$ cat src/rtl/flag_unit.sv
`default_nettype none
// ============================================================================
//  Module      : flag_unit
//  Description : Status-flag register {S,O,C,Z}, branch-condition evaluator
//                and LIFO save stack for interrupt entry/return.
//                Optional macro FLAG_BYPASS_EN forwards the incoming ALU
//                flags to the condition evaluator in the cycle they are
//                written, so a compare and a branch resolve in one cycle.
//  Revision    : 1.0  initial release
// ============================================================================
module flag_unit #(
    parameter  int DEPTH = 4,
    localparam int CW    = $clog2(DEPTH) + 1
) (
    input  logic          clk,
    input  logic          reset,
    input  logic          zero_in,
    input  logic          carry_in,
    input  logic          overflow_in,
    input  logic          sign_in,
    input  logic          we_flags,
    input  logic [2:0]    cond,
    input  logic          push,
    input  logic          pop,
    output logic [3:0]    flags_q,
    output logic          take,
    output logic [CW-1:0] count,
    output logic          full,
    output logic          empty,
    output logic          err
);

    // Stack index width; the count needs one extra bit to represent DEPTH.
    localparam int IW = $clog2(DEPTH);

    localparam logic [CW-1:0] c_depth_cnt = CW'(DEPTH);
    localparam logic [CW-1:0] c_zero_cnt  = '0;
    localparam logic [CW-1:0] c_one_cnt   = CW'(1);
    localparam logic [IW-1:0] c_one_idx   = IW'(1);

    // Condition select encodings.
    localparam logic [2:0] c_cond_always = 3'b000;
    localparam logic [2:0] c_cond_z      = 3'b001;
    localparam logic [2:0] c_cond_nz     = 3'b010;
    localparam logic [2:0] c_cond_c      = 3'b011;
    localparam logic [2:0] c_cond_nc     = 3'b100;
    localparam logic [2:0] c_cond_o      = 3'b101;
    localparam logic [2:0] c_cond_s      = 3'b110;
    localparam logic [2:0] c_cond_lt     = 3'b111;

    // Architectural state.
    logic [3:0]    r_flags;
    logic [CW-1:0] r_count;
    logic          r_err;
    logic [3:0]    r_stack [DEPTH];

    // Decoded control.
    logic [3:0]    w_alu_flags;
    logic          w_full;
    logic          w_empty;
    logic          w_push_ok;
    logic          w_pop_ok;
    logic          w_misuse;
    logic          w_load_alu;
    logic [IW-1:0] w_wr_idx;
    logic [IW-1:0] w_rd_idx;
    logic [3:0]    w_eval_flags;
    logic          w_take;

    assign w_alu_flags = {sign_in, overflow_in, carry_in, zero_in};

    assign w_full  = (r_count == c_depth_cnt);
    assign w_empty = (r_count == c_zero_cnt);

    // A push or pop is only accepted on its own; asserting both together
    // cancels both so the stack pointer never sees a conflicting update.
    assign w_push_ok = push & ~pop & ~w_full;
    assign w_pop_ok  = pop & ~push & ~w_empty;

    assign w_misuse = (push & pop)
                    | (push & ~pop & w_full)
                    | (pop & ~push & w_empty);

    // A restored word always wins over fresh ALU flags; otherwise the ALU
    // flags load whenever they are offered (including on rejected pops).
    assign w_load_alu = we_flags & ~w_pop_ok;

    // Writes go to the slot just above the top; pops read the top slot.
    // Low-bit wraparound is harmless: the write index is only used when
    // count < DEPTH and the read index only when count > 0.
    assign w_wr_idx = r_count[IW-1:0];
    assign w_rd_idx = r_count[IW-1:0] - c_one_idx;

`ifdef FLAG_BYPASS_EN
    // Evaluate on the word about to be written so a branch can see it now.
    assign w_eval_flags = w_load_alu ? w_alu_flags : r_flags;
`else
    // Evaluate on the registered word only; no input-to-take path.
    assign w_eval_flags = r_flags;
`endif

    // Branch condition decode over the evaluated {S,O,C,Z} word.
    always_comb begin
        w_take = 1'b0;
        case (cond)
            c_cond_always: w_take = 1'b1;
            c_cond_z:      w_take = w_eval_flags[0];
            c_cond_nz:     w_take = ~w_eval_flags[0];
            c_cond_c:      w_take = w_eval_flags[1];
            c_cond_nc:     w_take = ~w_eval_flags[1];
            c_cond_o:      w_take = w_eval_flags[2];
            c_cond_s:      w_take = w_eval_flags[3];
            c_cond_lt:     w_take = w_eval_flags[3] ^ w_eval_flags[2];
            default:       w_take = 1'b0;
        endcase
    end

    // Flag register: restore from stack, else load ALU flags.
    always_ff @(posedge clk) begin
        if (reset) begin
            r_flags <= 4'b0000;
        end else if (w_pop_ok) begin
            r_flags <= r_stack[w_rd_idx];
        end else if (w_load_alu) begin
            r_flags <= w_alu_flags;
        end
    end

    // Stack occupancy counter.
    always_ff @(posedge clk) begin
        if (reset) begin
            r_count <= c_zero_cnt;
        end else if (w_push_ok) begin
            r_count <= r_count + c_one_cnt;
        end else if (w_pop_ok) begin
            r_count <= r_count - c_one_cnt;
        end
    end

    // Stack storage saves the pre-edge flag word; contents need no reset.
    always_ff @(posedge clk) begin
        if (!reset && w_push_ok) begin
            r_stack[w_wr_idx] <= r_flags;
        end
    end

    // Sticky misuse indicator, cleared only by reset.
    always_ff @(posedge clk) begin
        if (reset) begin
            r_err <= 1'b0;
        end else if (w_misuse) begin
            r_err <= 1'b1;
        end
    end

    assign flags_q = r_flags;
    assign count   = r_count;
    assign full    = w_full;
    assign empty   = w_empty;
    assign err     = r_err;
    assign take    = w_take;

endmodule
`default_nettype wire
$ cat config.mk
export PLATFORM = sky130hd
export DESIGN_NAME = flag_unit
export DESIGN_NICKNAME = d
export VERILOG_FILES = /design/src/rtl/flag_unit.sv
export SDC_FILE = /design/constraint.sdc
export NUM_CORES = 1
export LEC_CHECK = 0
export CAP_MARGIN = 0
export CORE_MARGIN = 2
export CORE_UTILIZATION = 50
export CTS_CLUSTER_DIAMETER = 100
export DETAILED_ROUTE_END_ITERATION = 10
export PLACE_DENSITY_LB_ADDON = 0.12
export SLEW_MARGIN = 20
export SYNTH_ARGS = -nofsm -noshare
export SYNTH_HDL_FRONTEND = slang
export SYNTH_SLANG_ARGS = --single-unit
export TNS_END_PERCENT = 1
$ cat constraint.sdc
create_clock -name clk -period 4.5 [get_ports clk]
set_clock_uncertainty 0.2 [all_clocks]
set_input_delay 1.125 -clock clk [delete_from_list [all_inputs] [get_ports clk]]
set_output_delay 1.125 -clock clk [all_outputs]
set_load 0.005 [all_outputs]
# ---- Word level (Yosys, flattened, before mapping)
# Memories as Yosys holds them, arrays and structs flattened.
# Index checks and enable logic that the tools add are counted.
# Widths: inputs -> output; s select.
dict set report totals {
  mem_count 1
  ff_bits 8
  mem_bits_rw 16
  elab_cells 46
}
dict set report op_classes {
  addsub 3
  n_eq_ne 8
  n_mux 7
  bitwise 18
  n_reduce_logical 6
}
# memory depth word_bits read_ports rd_clocked_by_memory_dff write_ports line
set mem_list {}
lappend mem_list {r_stack 4 4 1 0 1 55} ;# logic [3:0] r_stack [DEPTH];
# operator n
set op_table {}
lappend op_table {{$eq 3x3->1 const B} 5}
lappend op_table {{$and 1x1->1} 8}
lappend op_table {{$mux 4} 2}
lappend op_table {{$pmux 1 s8} 1}
lappend op_table {{$not 1->1} 7}
lappend op_table {{$eq 3x2->1 const B} 2}
lappend op_table {{$logic_not 3->1} 2}
lappend op_table {{$mux 3} 2}
lappend op_table {{$reduce_bool 2->1} 2}
lappend op_table {{$add 3x1->3 const B} 1}
lappend op_table {{$eq 3x1->1 const B} 1}
lappend op_table {{$sub 3x1->3 const B} 1}
lappend op_table {{$mux 1} 2}
lappend op_table {{$or 1x1->1} 2}
lappend op_table {{$sub 2x1->2 const B} 1}
lappend op_table {{$logic_and 1x1->1} 1}
lappend op_table {{$logic_not 1->1} 1}
lappend op_table {{$xor 1x1->1} 1}

# ---- Depth between registers and ports, before layout
# Gate-level depths: netlist (run 1).
dict set report depth {
  word_depth 7
  mapped_depth 11
  depth_no_buf 10
}

# ---- Worst setup path after synthesis (run 1)
# OpenSTA, ideal clock, no wires.
dict set report synth_path {
  path_type {in2out}
  from {input cond[0]}
  to {output take}
  path_stages 3
  t_arrival_ns 1.584
  path_buffers 0
  setup_slack_ns 1.591
  path_cell_list {mux2_2 -> a21oi_1 -> o21ai_0}
}
dict set report synth_between {
  elab_chain_len 2
}
# item line
set synth_rtl {}
lappend synth_rtl {{start: declaration} 22} ;# input logic [2:0] cond,
lappend synth_rtl {{$eq 3x3->1, or another cell as far along} 105} ;# case (cond)
lappend synth_rtl {{$pmux 1 s8 *} 105}
lappend synth_rtl {{end: declaration} 26} ;# output logic take,
# Mark *: on every way between the ends. The rest lies on a longest branch, timed or not.

# ---- Final worst setup path (run 1)
# Ends and elaborated chain as after synthesis.

==> results of run 1 <==
==> cell families after synthesis <==
| group | Yosys count | synth area share [%] |
|---|---|---|
| AOI/OAI and AO/OA | 12 | 9.28 |
| muxes | 12 | 14.4 |
| adders and majority gates | 5 | 5.21 |
| DFF | 24 | 53.4 |
| and+or+nand+nor | 23 | 12.4 |
| xor gates and xnor gates | 3 | 2.19 |
| buffers and inverters | 6 | 3.13 |
==> flip-flops by register name, indices dropped and copies added (netlist names) <==
signal / count
flags_q: 4
count: 3
err: 1
r_stack: 16
==> per-layer routing <==
metal / vias up / track usage, %
met2: 18 / 28.7
met1: 357 / 21.7
li1: 367 / -
met4: 0 / 8.97
met3: 4 / 2.54
met5: - / 0
==> per-stage QoR <==
step	hold WS, ns	util (%)	cell area [µm²]	setup slack (ns)	power [W]
2_1_floorplan	0.271	-	1200	1.59	0.000380
3_3_place_gp	0.260	63.8	1430	0.663	0.000437
3_5_place_dp	0.286	63.8	1430	0.626	0.000441
4_1_cts	0.316	66.2	1480	0.620	0.000594
5_1_grt	0.335	66.2	1480	0.540	0.000618
6_report	0.330	66.2	1480	0.623	0.000587
==> worst reg2reg max path: stages (launching register included) <==
cell	delay (ns)
dfxtp_1	0.65
inv_1	0.14
ha_1	0.31
and2_4	0.20
or2_1	0.27
xnor2_1	0.14
ha_1	0.22
o41ai_1	0.32
nor2_1	0.07
a211oi_1	0.20
==> worst paths after layout <==
check	start	to	slack (ns)
hold / removal	err	err	0.33
hold reg to reg	err	err	0.33
setup / recovery	cond[0]	take	0.62
setup reg to reg	count[0]	count[2]	1.70
==> placed cells by master (no fill, tap or decap), drive strengths merged <==
| master | Yosys | final |
|---|---|---|
| clkdlybuf4s50 | 0 | 22 |
| edfxtp | 16 | 16 |
| nor2 | 9 | 9 |
| dfxtp | 8 | 8 |
| mux2i | 6 | 6 |
| ha | 5 | 5 |
| and2 | 5 | 5 |
| a211oi | 5 | 5 |
| mux4 | 4 | 4 |
| clkbuf | 0 | 3 |
| inv | 2 | 2 |
| a21oi | 2 | 2 |
| nand2 | 2 | 2 |
| xnor2 | 2 | 2 |
| mux2 | 2 | 2 |
| nand2b | 2 | 2 |
| or2 | 2 | 2 |
| xor2 | 1 | 1 |
| nor3 | 1 | 1 |
| o21ai | 1 | 1 |
| nor2b | 1 | 1 |
| nand3b | 1 | 1 |
| o32ai | 1 | 1 |
| o41ai | 1 | 1 |
| a221oi | 1 | 1 |
| o22ai | 1 | 1 |
| bufinv | 0 | 1 |
==> power by group through the flow <==
stage               sequential [W]  clock, W  combinational (W)
detailed placement        0.000284         0           0.000157
finish                    0.000278  0.000152           0.000157
global placement          0.000283         0           0.000154
global route              0.000283  0.000164           0.000172
CTS                       0.000279  0.000157           0.000158
floorplan                 0.000274         0           0.000106
==> final cells by class <==
| cell class | instances | area share [%] |
|---|---|---|
| multi-input cells | 55 | 35.3 |
| clock buffers | 3 | 1.52 |
| well taps | 28 | 2.37 |
| flip-flops and latches | 24 | 43.4 |
| clock inverters | 1 | 2.03 |
| inverters | 2 | 0.508 |
| repair buffers | 22 | 14.9 |
==> flow_summary.ini, run 1 <==
[run_status]
outcome = completed

[yosys]
syn_area_um2 = 1200
seq_area_frac_synth_pct = 53.4
ys_seq_elements = 24
syn_nets = 102
synthTopCellsByArea = edfxtp_1, dfxtp_1, mux4_2
avgSynthCellArea_um2 = 14.1
syn_inst = 85
ys_types = 33
yosysTopAreaCell = edfxtp_1
ys_warn_count = 0
synthFlopType = edfxtp_1
yosysTopAreaCellShare_pct = 40.0
yosysMostFrequentCell = edfxtp_1
synthArstFlopShare_pct = 0
ys_top_cells_by_count = edfxtp_1, dfxtp_1, mux2i_1, ha_1, nor2_2
synth_edf_count = 16

[route]
top_layer = met4
drt-initial-drc-count = 11
met3_length_um = 75
vias = 746
met2_length_um = 978
met1_length_um = 979
viasPerCell = 5.53
wirelength_um = 2080
post-route-drc-count = 0
antenna_left = 0
first_pass_iters = 4
wl_per_cell_um = 15.4

[clock_tree]
h-tree-depth = 1
clock-root-buffer = clkbuf_4
cts_buffers = 3
clock_sinks = 24
clockBufferDepth = 2
tritoncts = built
postCtsHoldBufs = 0
cts_resized = 0
clkTransAtPathRegs_ns = 0.12
clock_latency_ns = 0.31
post_cts_buffers = 0

[global_routing]
grt_first_pass_wirelength_um = 3280
grt_pass1_vias = 714
grt_start_max_net_pins = 15
antenna_found_initial = 0
track_usage_pct = 17.3
grt_overflow = 0

[setup_path]
max_stage_delay_ns = 0.52
cp_top_family = buffers and inverters
arrival_ns = 2.55
worstPathCellList = clkdlybuf4s50_1 -> nand2_1 -> xor2_1 -> a21oi_1 -> o21ai_0 -> clkdlybuf4s50_1
worst-path-buf-inv = 2
critical_path_depth = 6
reg2reg_depth = 9
cp_slowest_cell = clkdlybuf4s50_1
start_kind = input port
cp-end-kind = output pin
worstPathRequired_ns = 3.17
path_max_fanout = 4
cp_common_cell = clkdlybuf4s50_1
critical_path_class = input port to output pin

[power]
p_sw_w = 0.000151
p_clk_share_pct = 26.0
power_frac_comb_pct = 26.7
cellInternalPower_w = 0.000437
pwr-share-seq_pct = 47.4
powerDensity_nw_per_um2 = 398
vdd_ir_drop_max_uv = 414
power.leakage_nw = 0.518
swShare_pct = 25.7

[sta]
drv_slew = 0
rsz0062_at_grt = no
hold_viol = 0
tightest_slew_ns = 0.491
final-setup-viol-count = 0
timing.fmax_mhz = 258
tns_ns = 0
slew_headroom_pct = 67.2
period_minus_slack_ns = 3.88
period_share_pct = 86.2

[placed_design]
place_congestion = 0.691
place.port_buffers = 22
dpl.cell_count = 131
dpl.hpwl_um = 1560

[hold_path]
hold_depth = 2
hp-class = flop to flop

[floorplanning]
placementRows = 17
coreArea_um2 = 2230
die_x_um = 53.0
initial_utilization_pct = 53.7
ios = 23
die_h_um = 53.0
dieArea_um2 = 2810

[cells_and_area]
fin_cells = 135
diodes = 0
layout-drive-gt1-share_pct = 21.5
multi_input_area_um2 = 522
regArea_um2 = 641
fillers = 166
syn2layout_area_growth_pct = 23.1
nNetsFinal = 125

[job]
maxCapViolations = 0
Note: power is estimated with default switching activity, not from simulation.
==> run 2, diff against run 1 <==
Settings changed: CAP_MARGIN 0 to 5, TNS_END_PERCENT 1 to 20.
==> results of run 2 <==
No change in the layout: final DEF, timing and power equal those of run 1.
==> run 3, diff against run 2 <==
Settings changed: PLACE_DENSITY from default to 0.84, PLACE_DENSITY_LB_ADDON 0.12 to default.
==> flow_summary.ini, run 3 (same netlist as run 1, synthesis figures left out) <==
[setup_path]
start_kind = input port
startpoint = cond[0]
r2r-start = count[0]
path_max_fanout = 4
cp_slowest_cell = clkdlybuf4s50_1
max_stage_delay_ns = 0.54
cp_common_cell = clkdlybuf4s50_1
worst-path-buf-inv = 2
cp-end-kind = output pin
arrival_ns = 2.60
cp_top_family = buffers and inverters
worstPathRequired_ns = 3.17
worstPathCellList = clkdlybuf4s50_1 -> nand2_1 -> xor2_1 -> a21oi_1 -> o21ai_0 -> clkdlybuf4s50_1
critical_path_class = input port to output pin

[clock_tree]
clkTransAtPathRegs_ns = 0.12
cts_resized = 0
postCtsHoldBufs = 0
tritoncts = built
clock-root-buffer = clkbuf_4
cts_buffers = 3
clockBufferDepth = 2
clock_sinks = 24
post_cts_buffers = 0
clock_latency_ns = 0.30
h-tree-depth = 1

[route]
first_pass_iters = 4
wirelength_um = 2240
post-route-drc-count = 0
antenna_left = 0
drt-initial-drc-count = 10
vias = 754
wl_per_cell_um = 16.6
viasPerCell = 5.59

[cells_and_area]
final_cell_mix = clkdlybuf4s50_1, edfxtp_1, dfxtp_1
largest_register_ffs = 16
final_common_cell = clkdlybuf4s50_1
regArea_um2 = 641
fillers = 187
layout-drive-gt1-share_pct = 20.6
nNetsFinal = 125
diodes = 0
fin_cells = 135
multi_input_area_um2 = 522
syn2layout_area_growth_pct = 21.0
regMostFlops = r_stack

[floorplanning]
dieArea_um2 = 2810
coreArea_um2 = 2230
initial_utilization_pct = 53.7
die_x_um = 53.0
ios = 23
die_h_um = 53.0
placementRows = 17

[power]
powerDensity_nw_per_um2 = 365
power.leakage_nw = 0.505
vdd_ir_drop_max_uv = 228

[sta]
slew_headroom_pct = 65.7
fin_ws_ns = 0.577
rsz0062_at_grt = no
timing.fmax_mhz = 255
period_minus_slack_ns = 3.92
drv_slew = 0
hold_viol = 0
tns_ns = 0
tightest_slew_ns = 0.513
final-setup-viol-count = 0
period_share_pct = 87.2

[placed_design]
dpl.hpwl_um = 1690
pre_cts_slack_ns = 0.598
dpl.cell_count = 131
place_congestion = 0.684
place.port_buffers = 22

[global_routing]
grt_overflow = 0
antenna_found_initial = 0
track_usage_pct = 18.6
grt_first_pass_wirelength_um = 3640
grt_start_max_net_pins = 14
grt_pass1_vias = 778

[hold_path]
worstHoldStart = err
hp-class = flop to flop

[run_status]
outcome = completed

[job]
maxCapViolations = 0
-- run 3: cell types whose count changed in the layout (fill, tap and decap cells not counted), sizes merged --
cell | previous run | this run
clkbuf | 3 | 4
bufinv | 1 | 0
-- run 3: through the flow --
step           power [W]  instance area (µm²)  hold WS (ns)  util [%]
6_report        0.000530                 1450         0.298      65.0
5_1_grt         0.000558                 1450         0.336      65.0
4_1_cts         0.000536                 1450         0.306      65.0
3_5_place_dp    0.000443                 1430         0.272      63.8
3_3_place_gp    0.000437                 1430         0.269      63.8
2_1_floorplan   0.000380                 1200         0.271         -
-- run 3: final timing paths --
check                   to  cells past startpoint  slack, ns
setup / recovery      take                      6       0.58
hold / removal         err                      2       0.30
setup reg to reg  count[2]                      9       1.71
hold reg to reg        err                      2       0.30
-- run 3: layer usage --
| metal | global-route usage [%] | up-vias | part of all wire (%) |
|---|---|---|---|
| li1 | - | 360 | - |
| met2 | 34.2 | 22 | 54 |
| met5 | 0 | - | 0 |
| met3 | 3.11 | 4 | 3.9 |
| met1 | 21.5 | 368 | 41 |
| met4 | 6.41 | 0 | 1.4 |
-- run 3: final cells by class --
class,count,area share [%]
timing repair buffer,22,15.2
multi-input combinational,55,35.9
inverter,2,0.517
clock buffer,4,1.81
tap,28,2.41
sequential,24,44.1
-- run 3: worst reg2reg max path: cells and delay by family (launching register included) --
kind | cells | cell delay [ns]
buf+inv | 1 | 0.14
compound gates | 2 | 0.53
flops | 1 | 0.66
fa+ha+maj | 2 | 0.52
simple gates | 3 | 0.52
xor+xnor | 1 | 0.14
-- run 3: power by group --
| group | internal [W] | switching, W | total, W |
|---|---|---|---|
| sequential | 0.000253 | 0.0000250 | 0.000278 |
| combinational | 0.0000938 | 0.0000653 | 0.000159 |
| clock | 0.0000346 | 0.0000583 | 0.0000928 |
| total | 0.000382 | 0.000149 | 0.000530 |
==> edit: new RTL, settings of run 1 <==
Change the parameter `DEPTH` from 4 to 8.
--- a/src/rtl/flag_unit.sv
+++ b/src/rtl/flag_unit.sv
@@ -10,5 +10,5 @@
 // ============================================================================
 module flag_unit #(
-    parameter  int DEPTH = 4,
+    parameter  int DEPTH = 8,
     localparam int CW    = $clog2(DEPTH) + 1
 ) (
Ports: changed (resized count); port bits go from 23 to 24. No check against the original RTL was run, so the function may have changed too.
==> edit against run 1 <==
Sequential power rose by 87%; final area rose by 54%; sequential cell count rose by 17; utilization fell by 3.8 points; power rose by 110%; synthesized area rose by 58%; hold slack got worse by 38 ps; non-clock buffer count rose by 2; via count rose by 50%; worst setup slack got worse by 35 ps; final cell count rose by 51%; largest cell class unchanged; routed wire length rose by 59%; clock power rose by 92%.
==> edit: results (changes against run 1) <==
Drt
The mean number of vias per cell is 5.490 (was 5.526). The final routed wire length divided by cell count is 16.13 µm (was 15.37 µm). The count of routing violations after the opening detailed-route iteration is 44 (was 11). The post-detailed-routing wire length is 3290 µm (was 2075 µm).

Timing
The remaining max-slew budget at the tightest pin is 56.98% (was 67.19%).

Yosys
The xor/xnor share of the synthesized area is 3.750% (was 2.190%). The number of distinct library cells after synthesis was 31 (was 33). The adder and majority cell fraction of the synthesized area is 3.026% (was 5.214%). Commonest cells post-synth: edfxtp_1, nor2_1, nand2_1, dfxtp_1, a211oi_1 (was edfxtp_1, dfxtp_1, mux2i_1, ha_1, nor2_2). The post-synthesis compound-gate area fraction is 6.447% (was 9.281%). Leading cell types by total area after synthesis: edfxtp_1, dfxtp_1, mux4_1 (was edfxtp_1, dfxtp_1, mux4_2). The cell count after synthesis is 130 (was 85). The total nets after synthesis is 146 (was 102). The number of synthesized flops with an enable pin is 32 (was 16). The sequential fraction of the synthesis area came to 60.00% (was 53.39%). The mux share of post-synthesis cell area is 15.07% (was 14.39%).

Clock tree
The buffer type at the clock tree root is clkbuf_8 (was clkbuf_4). The post-CTS clock slew at the launch and capture registers of the worst setup and hold paths is 80 ps (was 120 ps). The insertion delay of the later-clocked pin in the worst-skew pair is 290 ps (was 310 ps). The H-tree depth is 2 (was 1).

The total CTS buffers is 5 (was 3).

Cells and area
The antenna diode count is 0 (unchanged). The number of flip-flops under the largest register name is 32 (was 16). The number of fill cells is 293 (was 166). The net count of the finished layout is 171 (was 125).

Power
The leakage power total is 0.7692 nW (was 0.5177 nW). The worst vdd rail ir drop is 0.0002370 V (was 0.0004145 V).

Placement
The worst slack at placement is 584.2 ps (was 626.1 ps). The count of input and output buffers is 23 (was 22). The global placer's final weighted congestion came to 0.7304 (was 0.6912). The estimated wirelength of the detail-placed design is 2350 µm (was 1561 µm). The cell total after placement is 196 (was 131).

Setup path
The largest delay contributor family on the critical path is buffers and inverters (unchanged). The critical register-to-register path endpoint is count[3]$_SDFFE_PP0P_ (was count[2]$_SDFFE_PP0P_). The length in cells of the worst reg-to-reg path was 10 (was 9).

Status
Run status: finished, final reports clean (unchanged).

Global routing
The via count of the first global-routing pass is 1106 (was 714). The overall routing resource usage is 17.20% (was 17.27%). The global-route wire length before repair is 5368 µm (was 3277 µm).

The maximum number of pins on one net before global-route repair is 15 (unchanged).
[edit: cell count changes in the layout (fill, tap and decap cells not counted), moves of 4 or more]
cell,change
edfxtp_1,+16
nor2_1,+9
nand2_1,+8
a211oi_1,+7
mux4_1,+6
nor2b_1,+6
clkbuf_8,+5
nor2_2,-5
and2_1,-4
[edit: routing by layer]
metal  GRT usage [%]  share of wire (%)  vias up
li1                -                  -      542
met1           23.02                 45      535
met2           27.53                 48       39
met3           4.623                5.2        4
met4           5.208                1.4        0
met5               0                  0        -
[edit: cell type report]
class                   instances  share of cell area, %
clock inverters                 3                  2.029
clock buffers                   5                  3.015
repair buffers                 24                  10.42
multi-input cells              81                  31.58
well taps                      48                  2.632
flip-flops and latches         41                  50.00
inverters                       2                 0.3289
[edit: report_power, final]
group          total, mW  internal (mW)  leakage (nW)  switching (mW)
clock network      0.292          0.166        0.0543           0.126
logic              0.446          0.241         0.347           0.205
registers          0.520          0.457         0.368          0.0625
[edit: metrics by stage]
| stage | power (mW) | instance area [µm²] |
|---|---|---|
| final | 1.258 | 2282 |
| after global routing | 1.335 | 2282 |
| after CTS | 1.269 | 2282 |
| after detailed placement | 0.9791 | 2167 |
| after global placement | 0.9646 | 2167 |
| after floorplan | 0.8258 | 1902 |
[edit: worst max-delay path by stage]
stage	start	cells past startpoint	slack, ps	end
after floorplan	cond[0]	4	1620	take
after global placement	cond[0]	6	650	take
after detailed placement	cond[0]	6	580	take
after CTS	cond[0]	6	570	take
after global routing	cond[0]	6	480	take
final	cond[0]	6	590	take
[edit: kinds of logic after synthesis]
kind of cell / after synthesis
compound gates: 17
fa+ha+maj: 4
flops: 41
xor+xnor: 6
simple gates: 39
buf+inv: 8
mux: 15
